**src/rtl/imm_field_encoder.sv**
```systemverilog
// Immediate field encoder: packs a 64-bit immediate into the 26-bit D/CB/B/I
// instruction field, flags values that the format cannot represent, two-stage valid/ready pipe.
module imm_field_encoder #(
  parameter int ERR_CNT_W = 8
) (
  input  logic                 CLK,
  input  logic                 Reset,
  input  logic                 InValid,
  output logic                 InReady,
  input  logic [63:0]          BusImm,
  input  logic [1:0]           Ctrl,
  input  logic [25:0]          InstrIn,
  output logic                 OutValid,
  input  logic                 OutReady,
  output logic [25:0]          Imm26,
  output logic                 RangeErr,
  output logic [ERR_CNT_W-1:0] ErrCount
);

  typedef enum logic [1:0] {
    EMPTY = 2'd0,
    ONE   = 2'd1,
    FULL  = 2'd2
  } occ_t;

  // True when the value survives the sign extender round trip for this format.
  function automatic logic in_range(input logic signed [63:0] v, input logic [1:0] c);
    case (c)
      2'b00:   in_range = (v >= -64'sd256)      && (v <= 64'sd255);
      2'b01:   in_range = (v >= -64'sd262144)   && (v <= 64'sd262143);
      2'b10:   in_range = (v >= -64'sd33554432) && (v <= 64'sd33554431);
      default: in_range = (v >= 64'sd0)         && (v <= 64'sd4095);
    endcase
  endfunction

  function automatic logic [25:0] pack(input logic [25:0] instr,
                                       input logic signed [25:0] imm,
                                       input logic [1:0] c);
    logic [25:0] r;
    r = instr;
    case (c)
      2'b00:   r[20:12] = imm[8:0];
      2'b01:   r[23:5]  = imm[18:0];
      2'b10:   r        = imm;
      default: r[21:10] = imm[11:0];
    endcase
    return r;
  endfunction

  function automatic logic [ERR_CNT_W-1:0] sat_inc(input logic [ERR_CNT_W-1:0] cnt);
    if (&cnt) return cnt;
    return cnt + 1'b1;
  endfunction

  logic signed [63:0] bus_imm_s;
  logic               accept;
  logic               drain;
  logic               s2_load;
  logic               occ_full;
  occ_t               occ_q;
  occ_t               occ_d;

  logic               vld_p1;
  logic [25:0]        instr_p1;
  logic signed [25:0] imm_p1;
  logic [1:0]         ctrl_p1;
  logic               err_p1;

  logic               vld_p2;
  logic [25:0]        imm26_p2;
  logic               err_p2;
  logic [ERR_CNT_W-1:0] err_cnt_q;

  assign bus_imm_s = BusImm;
  assign s2_load   = vld_p1 & (~vld_p2 | OutReady);
  assign occ_full  = (occ_q == FULL);
  // Ready can ripple straight back from OutReady when both stages are occupied.
  assign InReady   = ~Reset & (~vld_p1 | s2_load) & ~(occ_full & ~OutReady);
  assign accept    = InValid & InReady;
  assign drain     = vld_p2 & OutReady;

  always_ff @(posedge CLK) begin
    if (Reset) occ_q <= EMPTY;
    else       occ_q <= occ_d;
  end

  always_comb begin
    occ_d = occ_q;
    case (occ_q)
      EMPTY:   if (accept) occ_d = ONE;
      ONE: begin
        if (accept && !drain)      occ_d = FULL;
        else if (!accept && drain) occ_d = EMPTY;
      end
      FULL:    if (drain && !accept) occ_d = ONE;
      default: occ_d = EMPTY;
    endcase
  end

  // Stage 1: capture inputs and the range verdict.
  always_ff @(posedge CLK) begin
    if (Reset)        vld_p1 <= 1'b0;
    else if (accept)  vld_p1 <= 1'b1;
    else if (s2_load) vld_p1 <= 1'b0;
  end

  always_ff @(posedge CLK) begin
    if (accept) begin
      instr_p1 <= InstrIn;
      imm_p1   <= bus_imm_s[25:0];
      ctrl_p1  <= Ctrl;
      err_p1   <= ~in_range(bus_imm_s, Ctrl);
    end
  end

  // Stage 2: packed field and error flag drive the outputs directly.
  always_ff @(posedge CLK) begin
    if (Reset) begin
      vld_p2   <= 1'b0;
      imm26_p2 <= '0;
      err_p2   <= 1'b0;
    end else if (s2_load) begin
      vld_p2   <= 1'b1;
      imm26_p2 <= pack(instr_p1, imm_p1, ctrl_p1);
      err_p2   <= err_p1;
    end else if (OutReady) begin
      vld_p2   <= 1'b0;
    end
  end

  always_ff @(posedge CLK) begin
    if (Reset)                err_cnt_q <= '0;
    else if (drain && err_p2) err_cnt_q <= sat_inc(err_cnt_q);
  end

  assign OutValid = vld_p2;
  assign Imm26    = imm26_p2;
  assign RangeErr = err_p2;
  assign ErrCount = err_cnt_q;

endmodule

```
**config.mk**
```make
export PLATFORM = sky130hd
export DESIGN_NAME = imm_field_encoder
export DESIGN_NICKNAME = d
export VERILOG_FILES = /design/src/rtl/imm_field_encoder.sv
export SDC_FILE = /design/constraint.sdc
export NUM_CORES = 1
export LEC_CHECK = 0
export CORE_MARGIN = 5
export CORE_UTILIZATION = 40
export CTS_CLUSTER_DIAMETER = 80
export DETAILED_ROUTE_END_ITERATION = 16
export HOLD_SLACK_MARGIN = 0.15
export PLACE_DENSITY = 0.73
export SLEW_MARGIN = 15
export SYNTH_ARGS = -nofsm -noshare
export SYNTH_HDL_FRONTEND = slang
export SYNTH_SLANG_ARGS = --single-unit
```
**constraint.sdc**
```tcl
create_clock -name CLK -period 9.9 [get_ports CLK]
set_clock_uncertainty 0.1 [all_clocks]
set_input_delay 1.98 -clock CLK [delete_from_list [all_inputs] [get_ports CLK]]
set_output_delay 1.98 -clock CLK [all_outputs]
set_load 0.02 [all_outputs]
```
# Yosys cells after proc, flatten, opt, wreduce, memory -nomap -nowiden
# Cells that the tools add are included.
# Widths: inputs -> output; s select.
totals:
  register_bits: 94
op_classes:
  reduce_logical: 17
  n_lt_le_gt_ge: 8
  bitwise: 14
  add_sub_neg: 1
  eq_ne: 10
  n_mux: 22
ops:
  columns: ["op", "count"]
  rows:
  - ["$ge 64x1->1 const B", 1]
  - ["$ge 64x19->1 const B", 1]
  - ["$ge 64x26->1 const B", 1]
  - ["$ge 64x9->1 const B", 1]
  - ["$le 64x13->1 const B", 1]
  - ["$le 64x19->1 const B", 1]
  - ["$le 64x26->1 const B", 1]
  - ["$le 64x9->1 const B", 1]
  - ["$pmux 9 s3", 1]
  - ["$pmux 2 s3", 2]
  - ["$mux 2", 5]
  - ["$pmux 5 s2", 1]
  - ["$add 8x1->8 const B", 1]
  - ["$mux 1", 8]
  - ["$mux 8", 1]
  - ["$reduce_and 8->1", 1]
  - ["$logic_and 1x1->1", 7]
  - ["$and 1x1->1", 6]
  - ["$eq 2x1->1 const B", 3]
  - ["$eq 2x2->1 const B", 3]
  - ["$logic_not 2->1", 3]
  - ["$not 1->1", 6]
  - ["$pmux 1 s3", 2]
  - ["$mux 5", 1]
  - ["other kinds (9)", 13]

# Longest topological paths before layout
depth:
  word_depth: 12
  depth_mapped: 8
  mapped_depth_nobuf: 6

# Least setup slack after synthesis
# No wires, ideal clock.
synth_timing:
  path_type: "input port to output port"
  startpoint: "input port Reset"
  endpoint: "output port InReady"
  n_path_buf: 3
  path_slack_ps: 4899
  stages: 4
  t_required_ps: 7820
  t_arrival_ps: 2921
  path_cell_list: "clkbuf_1 clkbuf_1 buf_1 nor2_1"
synth_via:
  elab_chain_cells: 3
synth_lines:
  columns: ["element", "line", "rtl"]
  rows:
  - ["from (decl)", "7", "input logic Reset,"]
  - ["$not 1->1", "78", "assign InReady = ~Reset & (~vld_p1 | s2_load) & ~(occ_full & ~OutReady);"]
  - ["$and 1x1->1 (2 in series)", "78", null]
  - ["to (decl)", "9", "output logic InReady,"]
# Every way passes these cells.

# Final worst setup path
# Same ends and word-level chain as after synthesis.

==> results.toml <==
[run_status]
status = "complete, no violations"

[cells_and_area]
mostFrequentLayoutCells = "clkdlybuf4s50_1 (123), nand2_1 (60), edfxtp_1 (46), dfxtp_1 (39)"
antennaDiodeCount = 0
syn_to_final_growth_pct = 39.7
final_cell_count_no_fill = 582
final_common_cell = "clkdlybuf4s50_1"
fillers = 802
finalNetCount = 567
drive_gt1_frac = 0.0382

[global_routing]
antenna_found_initial = 0
grt_pass1_wl_um = 14900
grt_use_total = 0.169
grt_max_degree = 52
first_global_vias = 3112
grt-ovfl-total = 0

[placement]
dp_hpwl_um = 7320
io_buffer_count = 123
place_congestion = 0.856
place_inst = 566

[logic_synthesis]
netlist-cell-type-count = 38
synth-async-reset-ratio = 0
ys_seq_elements = 85
seq_area_frac_synth = 0.587
synth_nets = 452
synthFlopType = "edfxtp_1"
yosys_warnings = 0
syn_area_um2 = 3680
syn_area_per_cell_um2 = 10.5
synth_edf_count = 46
synthCells = 351

[clock_tree]
htree_levels = 3
postCtsSetupBuffers = 0
clock_sinks = 85
numCtsBuffers = 9
cts_root_buffer = "clkbuf_8"
hold_buffers = 0
cts_resized = 0
clk_pin_slew_worst_paths_ns = 0.07
cts_tree = "done"
clk_path_buf_depth = 2
clk_latency_ns = 0.35

[sta]
min_period_over_period = 0.561
holdWs_ns = 0.355
rsz0062_at_grt = "false"
slew_headroom = 0.285
max_freq_mhz = 180
hold_viol = 0
min_period_ns = 5.55
setup_viol = 0
finalSetupTns_ns = 0
worst-slew-pin-transition_ns = 1.07
slew_viol_final = 0

[drt]
vias = 3138
via_per_inst = 5.39
routed_wl_um = 9520
drt_iter0_markers = 231
drc = 0
drt.antenna.violating_nets = 0
wire_per_inst_um = 16.4
drtPass1Iterations = 8

[setup_path]
worstPathArrival_ns = 3.47
crit_path_frequent_cell = "clkdlybuf4s50_1"
path_cells = "clkdlybuf4s50_1 > buf_4 > nor2_1 > clkdlybuf4s50_1"
crit_family = "buffers and inverters"
cp_slowest_cell = "clkdlybuf4s50_1"
crit_buf_inv = 3
worst-setup-path-type = "input port to output port"
required_ns = 7.82
crit_fanout = 42
cp_slowest_stage_delay_ns = 0.55
cp-end-kind = "output port"
worstSetupPathDepth = 4
critPathLaunchType = "input port"
r2r_cells = 6

[floorplan]
ios = 133
coreArea_um2 = 9110
rows = 35
dieArea_um2 = 11200
die_h_um = 106
chipWidth_um = 106
floorplan.initialDensity = 0.405

[pwr]
leakage_uw = 0.00165
fin_total_pwr_uw = 689
ir_drop_mv = 0.0591
powerDensity_nw_per_um2 = 134

[min_path]
hold_class = "register to register"
hold_depth = 2

[flow_run]
cap_violations = 0
-- routing by layer --
layer,global-route usage,share of wire
met1,0.201,0.42
met2,0.286,0.49
met3,0.0449,0.077
met4,0.0722,0.016
met5,0,0
-- cells in the mapped netlist (4+ instances only) --
master,n,area [um2]
o21ai_0,14,70.1
nor4_1,13,81.3
mux2i_1,10,100
o211ai_1,7,52.6
edfxtp_1,46,1380
clkbuf_1,13,48.8
a211oi_1,7,52.6
xnor2_1,5,43.8
nand4_1,17,106
a22oi_1,7,52.6
nand2_1,60,225
ha_1,5,62.6
a222oi_1,12,120
nor2_1,25,93.8
a21oi_1,25,125
inv_1,4,15.0
dfxtp_1,39,781
nand3_1,6,30.0
nor3_1,8,40.0
buf_2,6,30.0
-- through the flow --
stage / utilization / worst slack, ns / instance area (um2)
2_1_floorplan: - / 4.90 / 3680
3_3_place_gp: 0.548 / 4.32 / 4990
3_5_place_dp: 0.548 / 4.35 / 4990
4_1_cts: 0.565 / 4.34 / 5140
5_1_grt: 0.565 / 4.30 / 5150
6_report: 0.565 / 4.35 / 5150
-- worst reg2reg max path: stages (launching register included) --
cell and delay (ns):
edfxtp_1 0.44, inv_1 0.11, ha_1 0.87, a222oi_1 0.25
o21ai_0 0.30, nand2_1 0.10, a21oi_1 0.17
-- path summary, 6_finish.rpt --
| check | from | to | slack, ns |
|---|---|---|---|
| hold reg to reg | Imm26[19]$_SDFFE_PP0P_ | Imm26[19]$_SDFFE_PP0P_ | 0.35 |
| setup reg to reg | ctrl_p1[0]$_DFFE_PP_ | Imm26[21]$_SDFFE_PP0P_ | 7.49 |
| hold / removal | Imm26[19]$_SDFFE_PP0P_ | Imm26[19]$_SDFFE_PP0P_ | 0.35 |
| setup / recovery | Reset | InReady | 4.35 |
-- where the power goes --
part	switching (uW)	internal (uW)
sequential	8.30	386
combinational	42.8	50.9
clock	112	88.6
total	163	526
-- cell families (layout without fill, tap and decap cells) --
logic type | after synthesis | count (layout) | synth area share
and+or+nand+nor | 143 | 143 | 0.186
DFF | 85 | 85 | 0.587
AOI/OAI and AO/OA | 77 | 77 | 0.141
buffers and inverters | 25 | 145 | 0.0275
muxes | 10 | 10 | 0.0272
xor gates and xnor gates | 6 | 6 | 0.0143
adders and majority gates | 5 | 5 | 0.0170
-- sequential cells by signal, summed over array words and instances, names as in the netlist --
signal	count
Imm26	26
instr_p1	17
ErrCount	8
RangeErr	1
occ_q	2
imm_p1	26
err_p1	1
OutValid	1
ctrl_p1	2
vld_p1	1
-- final cells by class --
| class | count | area (um2) | share of cell area |
|---|---|---|---|
| clock buffers | 12 | 135 | 0.0262 |
| well taps | 111 | 139 | 0.0270 |
| inverters | 4 | 15.0 | 0.00292 |
| flip-flops and latches | 85 | 2160 | 0.420 |
| multi-input cells | 241 | 1440 | 0.279 |
| repair buffers | 125 | 1250 | 0.242 |
| clock inverters | 4 | 16.3 | 0.00316 |
Power figures use the tool's default switching activity.
